**src/rtl/jtcps1_line_sched_if.sv**
```systemverilog
// Handshake bundle between the CPS1 line scheduler, the timing block and the layer engines.
interface jtcps1_line_sched_if;
    logic       start;
    logic [7:0] vrender;
    logic       VB;
    logic [3:0] layer_en;
    logic [3:0] eng_done;
    logic       clr;
    logic [3:0] eng_go;
    logic [3:0] eng_abort;
    logic [7:0] line;
    logic [1:0] active;
    logic       busy;
    logic       line_done;
    logic [7:0] overrun_cnt;
    logic [3:0] tout_flags;

    modport master (
        output start, vrender, VB, layer_en, eng_done, clr,
        input  eng_go, eng_abort, line, active, busy, line_done, overrun_cnt, tout_flags
    );

    modport slave (
        input  start, vrender, VB, layer_en, eng_done, clr,
        output eng_go, eng_abort, line, active, busy, line_done, overrun_cnt, tout_flags
    );
endinterface

```
**src/rtl/jtcps1_line_sched.sv**
```systemverilog
// Per-line render scheduler: launches the enabled layer engines one at a time,
// steers the shared tile-ROM mux and aborts engines that hang or overrun the line.
module jtcps1_line_sched #(
    parameter int TOUT_W  = 10,
    parameter bit SKIP_VB = 1'b1
) (
    input  logic                rst,
    input  logic                clk,
    jtcps1_line_sched_if.slave  sched
);
    typedef enum logic [1:0] {IDLE, LAUNCH, WAIT, NEXT} state_t;

    state_t            r_state, w_state_next;
    logic              r_start_l;
    logic              r_pend, w_pend_next;
    logic [7:0]        r_line;
    logic [3:0]        r_en_l;
    logic [1:0]        r_idx, w_idx_next;
    logic [1:0]        r_active;
    logic [TOUT_W-1:0] r_wdog;
    logic [3:0]        r_tout;
    logic [7:0]        r_ovr;

    logic       w_st_rise, w_accept, w_busy, w_done, w_expired, w_ovr_inc;
    logic [3:0] w_go, w_abort, w_tout_set, w_above;
    logic       w_line_done;

    function automatic logic [1:0] f_lowest(input logic [3:0] m);
        if (m[0])      return 2'd0;
        else if (m[1]) return 2'd1;
        else if (m[2]) return 2'd2;
        else           return 2'd3;
    endfunction

    assign w_st_rise = sched.start & ~r_start_l;
    assign w_accept  = w_st_rise & ~(SKIP_VB & sched.VB);
    assign w_busy    = (r_state != IDLE);
    assign w_done    = sched.eng_done[r_idx];
    assign w_expired = &r_wdog;
    assign w_above   = r_en_l & (4'b1110 << r_idx);

    // r_pend marks the decode cycle after a start was captured, once en_l is valid
    always_comb begin
        w_state_next = r_state;
        w_idx_next   = r_idx;
        w_pend_next  = 1'b0;
        w_go         = 4'b0000;
        w_abort      = 4'b0000;
        w_tout_set   = 4'b0000;
        w_line_done  = 1'b0;
        w_ovr_inc    = 1'b0;
        if (w_st_rise && w_busy) begin
            w_ovr_inc    = 1'b1;
            w_state_next = IDLE;
            w_pend_next  = w_accept;
            if (r_state == WAIT)
                w_abort = 4'b0001 << r_idx;
        end else begin
            case (r_state)
                IDLE: begin
                    if (r_pend) begin
                        if (r_en_l == 4'b0000) begin
                            w_line_done = 1'b1;
                        end else begin
                            w_idx_next   = f_lowest(r_en_l);
                            w_state_next = LAUNCH;
                        end
                    end else if (w_accept) begin
                        w_pend_next = 1'b1;
                    end
                end
                LAUNCH: begin
                    w_go         = 4'b0001 << r_idx;
                    w_state_next = WAIT;
                end
                WAIT: begin
                    if (w_done) begin
                        w_state_next = NEXT;
                    end else if (w_expired) begin
                        w_abort      = 4'b0001 << r_idx;
                        w_tout_set   = 4'b0001 << r_idx;
                        w_state_next = NEXT;
                    end
                end
                default: begin
                    if (w_above != 4'b0000) begin
                        w_idx_next   = f_lowest(w_above);
                        w_state_next = LAUNCH;
                    end else begin
                        w_line_done  = 1'b1;
                        w_state_next = IDLE;
                    end
                end
            endcase
        end
    end

    always_ff @(posedge clk or posedge rst) begin
        if (rst) begin
            r_state   <= IDLE;
            r_start_l <= 1'b0;
            r_pend    <= 1'b0;
            r_line    <= 8'd0;
            r_en_l    <= 4'd0;
            r_idx     <= 2'd0;
            r_active  <= 2'd0;
            r_wdog    <= '0;
            r_tout    <= 4'd0;
            r_ovr     <= 8'd0;
        end else begin
            r_state   <= w_state_next;
            r_start_l <= sched.start;
            r_pend    <= w_pend_next;
            r_idx     <= w_idx_next;
            if (w_pend_next) begin
                r_line <= sched.vrender;
                r_en_l <= sched.layer_en;
            end
            // active changes together with the go pulse and then holds
            if (w_state_next == LAUNCH)
                r_active <= w_idx_next;
            if (r_state == LAUNCH)
                r_wdog <= '0;
            else if (r_state == WAIT)
                r_wdog <= r_wdog + 1'b1;
            if (sched.clr)
                r_tout <= 4'd0;
            else
                r_tout <= r_tout | w_tout_set;
            if (sched.clr)
                r_ovr <= 8'd0;
            else if (w_ovr_inc && r_ovr != 8'hFF)
                r_ovr <= r_ovr + 8'd1;
        end
    end

    assign sched.eng_go      = w_go;
    assign sched.eng_abort   = w_abort;
    assign sched.line        = r_line;
    assign sched.active      = r_active;
    assign sched.busy        = w_busy;
    assign sched.line_done   = w_line_done;
    assign sched.overrun_cnt = r_ovr;
    assign sched.tout_flags  = r_tout;
endmodule

```
**src/flat_wrapper.sv**
```systemverilog
// flat-port wrapper written by rule: the top's interface ports become plain ports
module jtcps1_line_sched_flat 
#(
    parameter int TOUT_W  = 10,
    parameter bit SKIP_VB = 1'b1
)
  (rst, clk, sched_start, sched_vrender, sched_VB, sched_layer_en, sched_eng_done, sched_clr, sched_eng_go, sched_eng_abort, sched_line, sched_active, sched_busy, sched_line_done, sched_overrun_cnt, sched_tout_flags);
  jtcps1_line_sched_if sched_i ();
  input  logic rst;
  input  logic clk;
  input wire logic [$bits(sched_i.start)-1:0] sched_start;
  input wire logic [$bits(sched_i.vrender)-1:0] sched_vrender;
  input wire logic [$bits(sched_i.VB)-1:0] sched_VB;
  input wire logic [$bits(sched_i.layer_en)-1:0] sched_layer_en;
  input wire logic [$bits(sched_i.eng_done)-1:0] sched_eng_done;
  input wire logic [$bits(sched_i.clr)-1:0] sched_clr;
  output wire logic [$bits(sched_i.eng_go)-1:0] sched_eng_go;
  output wire logic [$bits(sched_i.eng_abort)-1:0] sched_eng_abort;
  output wire logic [$bits(sched_i.line)-1:0] sched_line;
  output wire logic [$bits(sched_i.active)-1:0] sched_active;
  output wire logic [$bits(sched_i.busy)-1:0] sched_busy;
  output wire logic [$bits(sched_i.line_done)-1:0] sched_line_done;
  output wire logic [$bits(sched_i.overrun_cnt)-1:0] sched_overrun_cnt;
  output wire logic [$bits(sched_i.tout_flags)-1:0] sched_tout_flags;
  assign sched_i.start = sched_start;
  assign sched_i.vrender = sched_vrender;
  assign sched_i.VB = sched_VB;
  assign sched_i.layer_en = sched_layer_en;
  assign sched_i.eng_done = sched_eng_done;
  assign sched_i.clr = sched_clr;
  assign sched_eng_go = sched_i.eng_go;
  assign sched_eng_abort = sched_i.eng_abort;
  assign sched_line = sched_i.line;
  assign sched_active = sched_i.active;
  assign sched_busy = sched_i.busy;
  assign sched_line_done = sched_i.line_done;
  assign sched_overrun_cnt = sched_i.overrun_cnt;
  assign sched_tout_flags = sched_i.tout_flags;
  jtcps1_line_sched #(.TOUT_W(TOUT_W), .SKIP_VB(SKIP_VB)) u_core (.rst(rst), .clk(clk), .sched(sched_i));
endmodule
```
**config.mk**
```make
export PLATFORM = sky130hd
export DESIGN_NAME = jtcps1_line_sched_flat
export DESIGN_NICKNAME = d
export VERILOG_FILES = /design/src/rtl/jtcps1_line_sched_if.sv /design/src/rtl/jtcps1_line_sched.sv /design/src/flat_wrapper.sv
export SDC_FILE = /design/constraint.sdc
export NUM_CORES = 1
export LEC_CHECK = 0
export CAP_MARGIN = 20
export CELL_PAD_IN_SITES_DETAIL_PLACEMENT = 1
export CELL_PAD_IN_SITES_GLOBAL_PLACEMENT = 2
export CORE_MARGIN = 4
export CORE_UTILIZATION = 29
export DETAILED_ROUTE_END_ITERATION = 10
export PLACE_DENSITY = 0.79
export SLEW_MARGIN = 20
export SYNTH_ARGS = -nofsm -noshare
export SYNTH_HDL_FRONTEND = slang
export SYNTH_SLANG_ARGS = --single-unit
```
**constraint.sdc**
```tcl
create_clock -name clk -period 2.58 [get_ports clk]
set_input_delay 0.516 -clock clk [delete_from_list [all_inputs] [get_ports clk]]
set_output_delay 0.516 -clock clk [all_outputs]
set_load 0.05 [all_outputs]
```
### Word level (Yosys, flattened, before mapping)

Index checks and enable logic that the tools add are counted.

* bits in registers: 42
* word-level logic and storage cells: 78

* shift operators: 2
* bitwise gates (word level): 6
* reductions and logical operators: 10
* equal/unequal tests: 4
* $add $sub $neg: 2
* muxes and demuxes: 43
* order comparisons: 1

Operators with widths (number)
* $mux W4: 9
* $mux W2: 13
* $mux W10: 2
* $mux W8: 2
* $mux W1: 13
* $add A10 B1 Y10 const B: 1
* $reduce_and A10 Y1: 1
* $add A8 B1 Y8 const B: 1
* $ne A8 B8 Y1 const B: 1
* $pmux W2 S3: 1
* $reduce_bool A2 Y1: 3
* $and A4 B4 Y4: 1
* $eq A2 B1 Y1 const B: 2
* $logic_not A4 Y1: 1
* $or A4 B4 Y4: 1
* $pmux W2 S2: 1
* $reduce_bool A4 Y1: 1
* $shl A1 B2 Y4 const A: 1
* $shl A4 B2 Y4 const A: 1
* $lt A2 B3 Y1 const B: 1
* $and A1 B1 Y1: 2
* $bmux W1 S2: 1
* $eq A2 B2 Y1 const B: 1
* $logic_and A1 B1 Y1: 2
* other kinds (4): 5

### Depth between registers and ports, before layout

Gate-level depths: netlist of the first run.

* depth in word-level cells: 8
* gate-level depth with buffers: 8
* mapped depth without buffers: 7

### Worst setup path after synthesis of the first run

OpenSTA, ideal clock, no wires.

* path type: in2out
* start point: in sched_eng_done[3]
* end point: out sched_eng_abort[0]
* stages on the path: 4
* path buffers: 0
* path slack: -0.266 ns
* arrival time: 2.330 ns
* data required time: 2.064 ns
* path through: mux4_2 nor4_2 o21ai_1 nor3_1

* longest elaborated chain between the ends: 5

RTL lines
* start, declared: RTL line flat_wrapper.sv:15 `input wire logic [$bits(sched_i.eng_done)-1:0] sched_eng_done;`
* $bmux W1 S2: RTL line jtcps1_line_sched.sv:38 `assign w_done = sched.eng_done[r_idx];`
* $mux W1 (implied by the code): RTL line jtcps1_line_sched.sv:38
* $mux W4: RTL line jtcps1_line_sched.sv:77 `if (w_done) begin`
* $mux W4: RTL line jtcps1_line_sched.sv:59 `case (r_state)`
* $mux W4: RTL line jtcps1_line_sched.sv:52 `if (w_st_rise && w_busy) begin`
* end, declared: RTL line flat_wrapper.sv:18 `output wire logic [$bits(sched_i.eng_abort)-1:0] sched_eng_abort;`

No other way between the ends. The select of a mux whose other input is x is not followed.

### Final worst setup path of the first run

Same ends and word-level chain as after synthesis.

==> metrics.log, run 1 <==
[metrics] Yosys top cell by area: sky130_fd_sc_hd__dfrtp_1
[metrics] launch point of the worst path: sched_eng_done[3]
[metrics] mapped cell area: ~0.0022 mm2
[metrics] share of the synthesized area in the top cell type: about 47%
[metrics] global router's overall resource usage: between 10% and 20%
[metrics] share of the yosys chip area belonging to registers: roughly 47%
[metrics] number of CTS-inserted buffers: 5
[metrics] Worst EP required: slightly above 2 ns
[metrics] Post-Layout Cell Count: 405
[metrics] # H-tree levels: 2
[metrics] violation count after the first detailed-routing iteration: between 60 and 70
[metrics] top cells by area in the synthesized netlist: sky130_fd_sc_hd__dfrtp_1 47%, sky130_fd_sc_hd__nand2_1 8.7%, sky130_fd_sc_hd__nor2_1 4.4%, sky130_fd_sc_hd__ha_1 3.3%, sky130_fd_sc_hd__xnor2_1 2.7%
[metrics] CTS clock-pin slew for the worst setup and hold paths: about 0.080 ns
[metrics] Leak: between 1 and 1.5 nW
[metrics] family of cells with the greatest summed delay on the critical path: multiplexers
[metrics] met1 demand-to-capacity share in global routing: roughly 18%
[metrics] unrepaired setup endpoints after global routing: false
[metrics] per-instance average area after synthesis: 9.05 um2
[metrics] x dimension of the die: between 90 and 100 um
[metrics] detailed-routing iteration count for the pre-antenna-repair pass: 4
[metrics] CTS sink count: between 40 and 50
[metrics] most frequent cell after synthesis: sky130_fd_sc_hd__nand2_1
[metrics] Least-Margin Pin Slew: between 0.5 and 0.6 ns
[metrics] met3 Use GR: under 10%
[metrics] flops & latches, synth: between 40 and 50
[metrics] residual antenna-violating net count after detailed routing: 0
[metrics] share of async-settable or async-resettable flops after synthesis: 100%
[metrics] crit path max fanout: 4
[metrics] number of failing setup endpoints in the final timing report: 0
[metrics] Final nets: around 330
[metrics] CP startpoint kind: primary input
[metrics] critical path start-end classification: in2out
[metrics] share of cells above drive strength 1: between 10 and 15%
[metrics] worst hold path type: reg2reg
[metrics] layout-stage area growth over the synthesis result: 38.1%
[metrics] final count of hold timing violations: 0
[metrics] yosys warns: 0
[metrics] data arrival at the endpoint of the critical path: a little under 2 ns
[metrics] multi-input combinational cell area: 0.00112 mm2
[metrics] layer carrying the most global-route usage: met2
[metrics] run status: complete, no violations
[metrics] via count normalized by instance count: between 4 and 5
[metrics] count of flip-flops with a built-in enable after synthesis: 0
[metrics] routability-driven placement congestion ratio: around 0.7
[metrics] slack of the worst reg-to-reg path: roughly 0.52 ns
[metrics] instance count after placement with tap cells included: about 400
[metrics] number of buffer cells added on primary ports: 52
[metrics] Top-Level Pins: 53
[metrics] Antenna diodes: 0
[metrics] floorplan die height: roughly 96 um
[metrics] post-DR wirelength/cell: about 15 um
[metrics] cell with the largest stage delay on the worst path: sky130_fd_sc_hd__mux4_2
[metrics] latest clock arrival within the worst-skew pair: approximately 0.3 ns
[metrics] setup clock skew after layout: between 0.01 and 0.015 ns
[metrics] number of instances in the synthesized netlist: ~250
[metrics] count of fill cells added during filler insertion: between 800 and 900
[metrics] CP endpoint kind: output pin
[metrics] remaining global-route overflow: 0
[metrics] Setup Buffers After CTS: 0
[metrics] Sequential Area: 0.00105 mm2
[metrics] wirelength, routed: about 6000 um
[metrics] hold_ws: ~0.48 ns
[metrics] PD cells: 911 mW/mm2
[metrics] count of maximum capacitance violations: 0
[metrics] period utilization: about 95%
[metrics] clock root cell: sky130_fd_sc_hd__clkbuf_8
[metrics] worst-case clock buffer depth: 2
[metrics] top flip-flop cell by instance count after synthesis: sky130_fd_sc_hd__dfrtp_1
[metrics] fin crit period: 2.46 ns
[metrics] initial antenna violation count: 0
[metrics] peak supply drop: about 0.33 mV
[metrics] Post-Route Setup TNS: 0 ns
[metrics] Via Count: between 1500 and 2000
[metrics] total die area: 0.00921 mm2
[metrics] achievable clock frequency: 407 MHz
[metrics] buffers and inverters on the worst path: 2
[metrics] hold wc startpoint: u_core.sched.line[1]
[metrics] number of different library cells in the post-synthesis netlist: between 40 and 50
[metrics] Site Rows: 31
[metrics] launching point of the worst reg2reg path: u_core.r_state[1]
[metrics] largest net degree at the start of global routing: between 40 and 50
[metrics] HPWL Detailed: about 4400 um
[metrics] number of max-slew violations in the final report: 0
[metrics] Post-Synthesis Net Count: 275
[metrics] core outline area: between 0.007 and 0.008 mm2
[metrics] cell types with the highest counts after synthesis: 52 x sky130_fd_sc_hd__nand2_1, 42 x sky130_fd_sc_hd__dfrtp_1, 26 x sky130_fd_sc_hd__nor2_1, 12 x sky130_fd_sc_hd__a21oi_1
[metrics] clock tree from TritonCTS: yes
[metrics] GRT met2 Usage: between 20 and 25%
[metrics] Initial Utilization: between 30% and 40%
[metrics] number of global-route vias before repair: 2051
[metrics] cells along the critical path: dlygate4sd2_1 -> mux4_2 -> nor4_4 -> o21ai_2 -> nor3_2 -> clkbuf_16
[metrics] first-pass GRT wire length: a little under 10000 um
[metrics] hold buffers post-CTS: 0
[metrics] Largest stage delay, worst path: roughly 0.50 ns
[metrics] relative slew slack: a little over three fifths
[metrics] DRC violation count after routing: 0
-- worst reg2reg max path, delay by kind of cell, from the launching register on --
kind / cells / cell delay [ns]
buffers and inverters: 2 / 0.26
multiplexers: 1 / 0.30
flip-flops: 1 / 0.44
AO/OA/AOI/OAI: 2 / 0.38
adder cells (fa/ha/maj): 1 / 0.29
AND/OR/NAND/NOR: 2 / 0.27
-- area by class of cell --
type / instances / share of cell area, %
Timing Repair Buffer: 61 / 19.8
Sequential cell: 42 / 34.0
Tap cell: 99 / 4.00
Clock inverter: 2 / 1.94
Clock buffer: 6 / 2.67
Multi-Input combinational cell: 184 / 36.3
Inverter: 11 / 1.33
-- where the power goes --
group	internal (W)	total, W	switching [W]
Combinational	0.000475	0.00127	0.000797
Sequential	0.000770	0.000900	0.000129
Clock	0.000413	0.000651	0.000238
-- metrics by stage --
step           setup slack (ns)  cell area [um2]  util (%)  power [W]
4_1_cts                 -0.0510             3090      41.9    0.00285
3_3_place_gp            -0.0888             2940      39.8    0.00216
6_report                  0.122             3100      42.0    0.00282
3_5_place_dp             -0.158             2940      39.8    0.00218
5_1_grt                  0.0375             3100      42.0    0.00302
2_1_floorplan             0.103             2250         -    0.00178
-- state kept, by name, summed over array words and instances (netlist names) --
| register | count |
|---|---|
| u_core.sched.tout_flags | 4 |
| u_core.sched.active | 2 |
| u_core.r_state | 2 |
| u_core.r_pend | 1 |
| u_core.sched.line | 8 |
| u_core.r_wdog | 10 |
| u_core.r_start_l | 1 |
| u_core.r_en_l | 4 |
| u_core.r_idx | 2 |
| u_core.sched.overrun_cnt | 8 |
-- placed cells by master, fill, tap and decap left out, types with 2 or more instances in the layout --
cell type,count
sky130_fd_sc_hd__a21oi_1,12
sky130_fd_sc_hd__a22o_1,2
sky130_fd_sc_hd__a31oi_1,6
sky130_fd_sc_hd__and3_1,2
sky130_fd_sc_hd__buf_12,3
sky130_fd_sc_hd__buf_4,15
sky130_fd_sc_hd__bufinv_16,2
sky130_fd_sc_hd__clkbuf_8,6
sky130_fd_sc_hd__clkdlybuf4s50_1,38
sky130_fd_sc_hd__dfrtp_1,41
sky130_fd_sc_hd__dlygate4sd2_1,3
sky130_fd_sc_hd__ha_1,5
sky130_fd_sc_hd__inv_1,10
sky130_fd_sc_hd__mux2_1,2
sky130_fd_sc_hd__mux2i_1,3
sky130_fd_sc_hd__nand2_1,52
sky130_fd_sc_hd__nand2b_1,4
sky130_fd_sc_hd__nand3_1,7
sky130_fd_sc_hd__nand4_1,3
sky130_fd_sc_hd__nor2_1,25
sky130_fd_sc_hd__nor2_2,2
sky130_fd_sc_hd__nor2b_1,4
sky130_fd_sc_hd__nor3_1,8
sky130_fd_sc_hd__nor3_2,4
sky130_fd_sc_hd__nor4_2,2
sky130_fd_sc_hd__nor4_4,2
sky130_fd_sc_hd__o21a_1,2
sky130_fd_sc_hd__o21ai_0,9
sky130_fd_sc_hd__o21ai_1,2
sky130_fd_sc_hd__o21ai_2,2
sky130_fd_sc_hd__xnor2_1,7
sky130_fd_sc_hd__xor2_1,3
-- routing by layer --
metal	wire length, um	vias up
met5	0	-
met4	84	0
met3	347	6
met2	2660	52
met1	2890	933
li1	-	958
-- final timing paths --
check,end,cells past startpoint
max,sched_eng_abort[0],6
min in group asynchronous,u_core.r_wdog[4],3
min reg2reg,u_core.sched.line[1],2
max in group asynchronous,u_core.r_state[0],3
max reg2reg,u_core.sched.active[1],8
min,u_core.sched.line[1],2
-- kinds of logic (layout without fill, tap and decap cells) --
kind of cell | count (synthesis) | in the layout | share of synthesized area, %
buffers and inverters | 22 | 80 | 4.29
AND/OR/NAND/NOR | 120 | 120 | 26.7
flip-flops | 42 | 42 | 46.8
XOR/XNOR | 10 | 10 | 3.90
AO/OA/AOI/OAI | 42 | 42 | 11.6
adder cells (fa/ha/maj) | 6 | 6 | 3.35
multiplexers | 6 | 6 | 3.35
-- timing repair --
action,CTS,global route
resized for setup,8,3
pin swaps,3,3
endpoints found under the setup margin,4,9
No activity file was read; power rests on OpenSTA's default activity.
==> run 2, diff against run 1 <==
CAP_MARGIN = unset   (was 20)
CELL_PAD_IN_SITES_GLOBAL_PLACEMENT = 1   (was 2)
CORE_UTILIZATION = 37   (was 29)
PLACE_DENSITY = 0.8   (was 0.79)
TNS_END_PERCENT = 1   (was unset)
==> run 2 against run 1 <==
- critical path depth stayed put
- highest routed layer unchanged
- combinational power hardly changed
- die area is 20% lower
- total power is 7.8% lower
==> metrics.log, run 2 (same netlist as run 1, synthesis figures left out) <==
[metrics] CTS clock-pin slew for the worst setup and hold paths: around 0.070 ns
[metrics] clock root cell: sky130_fd_sc_hd__clkbuf_8
[metrics] pre-CTS setup slack: -0.117 ns
[metrics] residual antenna-violating net count after detailed routing: 0
[metrics] commonest non-fill, non-tap cells in the layout: 52 x sky130_fd_sc_hd__nand2_1, 41 x sky130_fd_sc_hd__dfrtp_1, 38 x sky130_fd_sc_hd__clkdlybuf4s50_1
[metrics] largest net degree at the start of global routing: 43
[metrics] initial antenna violation count: 0
[metrics] HPWL Detailed: ~4200 um
[metrics] Final nets: 332
[metrics] floorplan die height: between 80 and 90 um
[metrics] register bank with the most flops: u_core.r_wdog
[metrics] latest clock arrival within the worst-skew pair: around 0.29 ns
[metrics] clock tree from TritonCTS: yes
[metrics] number of CTS-inserted buffers: 5
[metrics] number of max-slew violations in the final report: 0
[metrics] CP endpoint kind: output pin
[metrics] # H-tree levels: 2
[metrics] x dimension of the die: roughly 86 um
[metrics] number of buffer cells added on primary ports: between 50 and 60
[metrics] run status: complete, no violations
[metrics] Initial Utilization: 38.1%
[metrics] via count normalized by instance count: between 5 and 6
[metrics] setup clock skew after layout: between 0.005 and 0.006 ns
[metrics] Pint: 0.00146 W
[metrics] PD cells: 861 mW/mm2
[metrics] most common cell after layout, fill and taps aside: sky130_fd_sc_hd__nand2_1
[metrics] fin crit period: 2.48 ns
[metrics] layout-stage area growth over the synthesis result: 34.7%
[metrics] achievable clock frequency: approximately 400 MHz
[metrics] number of failing setup endpoints in the final timing report: 0
[metrics] global router's overall resource usage: 16.7%
[metrics] switching power total: 0.00114 W
[metrics] DRC violation count after routing: 0
[metrics] number of global-route vias before repair: between 1500 and 2000
[metrics] Antenna diodes: 0
[metrics] core outline area: between 0.005 and 0.006 mm2
[metrics] routability-driven placement congestion ratio: 0.777
[metrics] Reg power frac: 34.1%
[metrics] first-pass GRT wire length: slightly below 10000 um
[metrics] Worst EP required: 2.06 ns
[metrics] violation count after the first detailed-routing iteration: roughly 70
[metrics] total die area: between 0.007 and 0.008 mm2
[metrics] Least-Margin Pin Slew: approximately 0.54 ns
[metrics] wirelength, routed: around 5700 um
[metrics] relative slew slack: 63.8%
[metrics] share of cells above drive strength 1: 14.7%
[metrics] crit path max fanout: 4
[metrics] data arrival at the endpoint of the critical path: roughly 2.0 ns
[metrics] worst hold path type: reg2reg
[metrics] period utilization: 96.0%
[metrics] switching share of power: roughly 44%
[metrics] peak supply drop: 0.495 mV
[metrics] Leak: about 1.3 nW
[metrics] final count of hold timing violations: 0
[metrics] unrepaired setup endpoints after global routing: false
[metrics] CTS sink count: between 40 and 50
[metrics] CP startpoint kind: primary input
[metrics] critical path start-end classification: in2out
[metrics] hold buffers post-CTS: 0
[metrics] core utilization of the finished layout: between 50% and 60%
[metrics] combinational share of power: between 40% and 50%
[metrics] minimum setup slack in the final design: 0.102 ns
[metrics] detailed-routing iteration count for the pre-antenna-repair pass: 4
[metrics] Top-Level Pins: 53
[metrics] Via Count: slightly below 2000
[metrics] max reg flops: 10
[metrics] remaining global-route overflow: 0
[metrics] count of maximum capacitance violations: 0
[metrics] post-DR wirelength/cell: roughly 15 um
[metrics] clock power share: 16.8%
[metrics] Site Rows: 28
[metrics] worst-case clock buffer depth: 2
run 2: what timing repair did:
action / CTS / global route
setup buffers: 0 / 0
endpoints found under the setup margin: 4 / 9
pin swaps: 4 / 3
resized for setup: 12 / 3
run 2: worst max-delay path: stages:
cell and delay, ns:
sky130_fd_sc_hd__dlygate4sd2_1 0.24, sky130_fd_sc_hd__mux4_2 0.48, sky130_fd_sc_hd__nor4_4 0.23, sky130_fd_sc_hd__o21ai_4 0.13, sky130_fd_sc_hd__nor3_2 0.19, sky130_fd_sc_hd__buf_12 0.17
run 2: layout make-up:
type	instances	area, um2
tap	75	93.8
fill	702	2860
sequential	42	1050
timing repair buffer	61	612
clock buffer	7	86.3
multi-input combinational	184	1130
inverter	11	41.3
clock inverter	1	5.00
run 2: path summary, 6_finish.rpt:
check / from / end / cells past startpoint / slack (ns)
worst max-delay path: sched_eng_done[1] / sched_eng_abort[0] / 6 / 0.10
worst min-delay path: u_core.sched.line[1] / u_core.sched.line[1] / 2 / 0.48
worst max register to register: u_core.r_state[0] / u_core.sched.active[0] / 7 / 0.53
worst min register to register: u_core.sched.line[1] / u_core.sched.line[1] / 2 / 0.48
max in group asynchronous: rst / u_core.r_state[0] / 3 / 1.52
min in group asynchronous: rst / u_core.r_wdog[6] / 3 / 0.65
run 2: metrics by stage:
step | power [W] | TNS (ns) | instance area, um2 | std cells | hold slack (ns)
2_1_floorplan | 0.00177 | -0.133 | 2250 | 248 | 0.478
3_3_place_gp | 0.00213 | -0.226 | 2900 | 373 | 0.459
3_5_place_dp | 0.00216 | -0.389 | 2900 | 373 | 0.468
4_1_cts | 0.00262 | -0.00778 | 3010 | 381 | 0.486
5_1_grt | 0.00279 | 0 | 3020 | 381 | 0.513
6_report | 0.00260 | 0 | 3020 | 381 | 0.481
run 2: per-layer routing:
| metal | track usage [%] | share of wire [%] | up-vias |
|---|---|---|---|
| met5 | 0 | 0 | - |
| met4 | 4.75 | 1.4 | 0 |
| met3 | 3.36 | 3.7 | 7 |
| met2 | 27.0 | 49 | 35 |
| met1 | 22.8 | 46 | 942 |
| li1 | - | - | 962 |
run 2: power by group through the flow:
stage               Combinational, W  Sequential (W)  Clock (W)
floorplan                   0.000773         0.00100          0
finish                       0.00128        0.000887   0.000438
global placement             0.00124        0.000894          0
global route                 0.00140        0.000909   0.000486
detailed placement           0.00126        0.000898          0
CTS                          0.00127        0.000886   0.000455
==> run 3, diff against run 2 <==
SKIP_LAST_GASP = 1   (was unset)
==> run 3 against run 2 <==
- global-route usage unchanged
- critical path type unchanged
- first-iteration DRC count up 1.5%
- total power down 0.21%
- sequential power about the same
- die area unchanged
- flip-flop and latch count unchanged
- clock-buffer cell count unchanged
- setup slack about the same
- cell area about the same
- final cell count unchanged
- hold slack about the same
- non-clock buffer count unchanged
==> metrics.log, run 3 (same netlist as run 1, synthesis figures left out) <==
[metrics] run status: complete, no violations
[metrics] launching point of the worst reg2reg path: u_core.r_state[0]
[metrics] Final nets: 332
[metrics] residual antenna-violating net count after detailed routing: 0
[metrics] worst hold path type: reg2reg
[metrics] Pint: 0.00145 W
[metrics] core utilization of the finished layout: between 50% and 60%
[metrics] violation count after the first detailed-routing iteration: around 70
[metrics] combinational share of power: slightly below 50%
[metrics] achievable clock frequency: just over 400 MHz
[metrics] PD cells: roughly 860 mW/mm2
[metrics] Top-Level Pins: between 50 and 60
[metrics] buffers and inverters on the worst path: 2
[metrics] CTS clock-pin slew for the worst setup and hold paths: 0.07 ns
[metrics] hold wc startpoint: u_core.sched.line[1]
[metrics] final count of hold timing violations: 0
[metrics] CTS sink count: 42
[metrics] global router's overall resource usage: 16.7%
[metrics] period utilization: 96.0%
[metrics] clock root cell: sky130_fd_sc_hd__clkbuf_8
[metrics] unrepaired setup endpoints after global routing: true
[metrics] number of global-route vias before repair: between 1500 and 2000
[metrics] crit path max fanout: 4
[metrics] switching power total: around 0.0011 W
[metrics] Via Count: just under 2000
[metrics] clock power share: between 10% and 20%
[metrics] Initial Utilization: between 30% and 40%
[metrics] CP startpoint kind: primary input
[metrics] switching share of power: around 44%
[metrics] worst-case clock buffer depth: 2
[metrics] count of maximum capacitance violations: 0
[metrics] launch point of the worst path: sched_eng_done[1]
[metrics] latest clock arrival within the worst-skew pair: about 0.29 ns
[metrics] Site Rows: 28
[metrics] family of cells with the greatest summed delay on the critical path: multiplexers
[metrics] most common cell after layout, fill and taps aside: sky130_fd_sc_hd__nand2_1
[metrics] Setup Buffers After CTS: 0
[metrics] relative slew slack: roughly 64%
[metrics] Least-Margin Pin Slew: ~0.54 ns
[metrics] cell with the largest stage delay on the worst path: sky130_fd_sc_hd__mux4_2
[metrics] setup clock skew after layout: 0.00581 ns
[metrics] number of CTS-inserted buffers: 5
[metrics] cells along the critical path: dlygate4sd2_1 -> mux4_2 -> nor4_4 -> o21ai_4 -> nor3_2 -> buf_12
[metrics] number of buffer cells added on primary ports: 52
[metrics] initial antenna violation count: 0
[metrics] Largest stage delay, worst path: roughly 0.48 ns
[metrics] Leak: 1.33 nW
[metrics] Reg power frac: 34.2%
[metrics] x dimension of the die: ~86 um
[metrics] critical path start-end classification: in2out
[metrics] first-pass GRT wire length: just under 10000 um
[metrics] Antenna diodes: 0
[metrics] Worst EP required: 2.06 ns
[metrics] register bank with the most flops: u_core.r_wdog
[metrics] CP endpoint kind: output pin
[metrics] commonest non-fill, non-tap cells in the layout: 52 x sky130_fd_sc_hd__nand2_1, 41 x sky130_fd_sc_hd__dfrtp_1, 38 x sky130_fd_sc_hd__clkdlybuf4s50_1
[metrics] peak supply drop: slightly below 0.5 mV
[metrics] max reg flops: 10
[metrics] pre-CTS setup slack: -0.117 ns
[metrics] largest net degree at the start of global routing: 43
[metrics] share of cells above drive strength 1: 14.4%
[metrics] detailed-routing iteration count for the pre-antenna-repair pass: 4
[metrics] floorplan die height: around 86 um
[metrics] total die area: around 0.0074 mm2
[metrics] DRC violation count after routing: 0
[metrics] # H-tree levels: 2
[metrics] number of max-slew violations in the final report: 0
[metrics] remaining global-route overflow: 0
[metrics] fin crit period: around 2.5 ns
[metrics] core outline area: slightly below 0.006 mm2
[metrics] data arrival at the endpoint of the critical path: 1.96 ns
[metrics] clock tree from TritonCTS: yes
[metrics] HPWL Detailed: 4230 um
[metrics] layout-stage area growth over the synthesis result: 34.6%
[metrics] routability-driven placement congestion ratio: 0.777
[metrics] number of failing setup endpoints in the final timing report: 0
[metrics] post-DR wirelength/cell: between 10 and 15 um
[metrics] final total power: about 0.0026 W
[metrics] wirelength, routed: 5650 um
[metrics] minimum setup slack in the final design: 0.102 ns
[metrics] via count normalized by instance count: about 5.1
run 3: final cells by class:
| type | count | area (um2) |
|---|---|---|
| clock inverters | 1 | 5.00 |
| well taps | 75 | 93.8 |
| fillers | 702 | 2870 |
| inverters | 11 | 41.3 |
| multi-input cells | 184 | 1130 |
| flip-flops and latches | 42 | 1050 |
| clock buffers | 7 | 86.3 |
| repair buffers | 61 | 612 |
run 3: repair_timing:
action | 4_1_cts | 5_1_grt
resized for setup | 12 | 2
pin swaps | 4 | 3
endpoints found under the setup margin | 4 | 9
hold buffers | 0 | 0
run 3: final timing paths:
check	cells past startpoint	to	slack, ns
setup / recovery	6	sched_eng_abort[0]	0.10
hold / removal	2	u_core.sched.line[1]	0.48
setup reg to reg	7	u_core.sched.active[0]	0.45
hold reg to reg	2	u_core.sched.line[1]	0.48
max in group asynchronous	3	u_core.r_state[0]	1.52
min in group asynchronous	3	u_core.r_wdog[6]	0.64
run 3: metal layers:
layer	track usage, %	up-vias	wire (um)
li1	-	963	-
met1	22.8	947	2630
met4	4.75	0	77
met2	27.0	33	2740
met3	3.36	6	198
met5	0	-	0
run 3: power by group through the flow:
stage | Clock [W] | Sequential, W | Combinational (W)
2_1_floorplan | 0 | 0.00100 | 0.000773
3_3_place_gp | 0 | 0.000894 | 0.00124
3_5_place_dp | 0 | 0.000898 | 0.00126
4_1_cts | 0.000455 | 0.000886 | 0.00127
5_1_grt | 0.000486 | 0.000909 | 0.00139
6_report | 0.000439 | 0.000887 | 0.00127
run 3: worst reg2reg max path: stages, from the launching register on:
cell	delay (ns)
sky130_fd_sc_hd__dfrtp_2	0.45
sky130_fd_sc_hd__inv_1	0.09
sky130_fd_sc_hd__ha_1	0.34
sky130_fd_sc_hd__nand2_1	0.18
sky130_fd_sc_hd__o21ai_1	0.22
sky130_fd_sc_hd__nor3_2	0.10
sky130_fd_sc_hd__nor4_4	0.29
sky130_fd_sc_hd__mux2_1	0.35
run 3: per-stage QoR:
stage          hold WS [ns]  setup TNS [ns]  instance area (um2)  instances
2_1_floorplan         0.478          -0.133                 2250        248
3_3_place_gp          0.459          -0.226                 2900        373
3_5_place_dp          0.468          -0.389                 2900        373
4_1_cts               0.486        -0.00778                 3010        381
5_1_grt               0.513         -0.0640                 3020        381
6_report              0.481               0                 3020        381
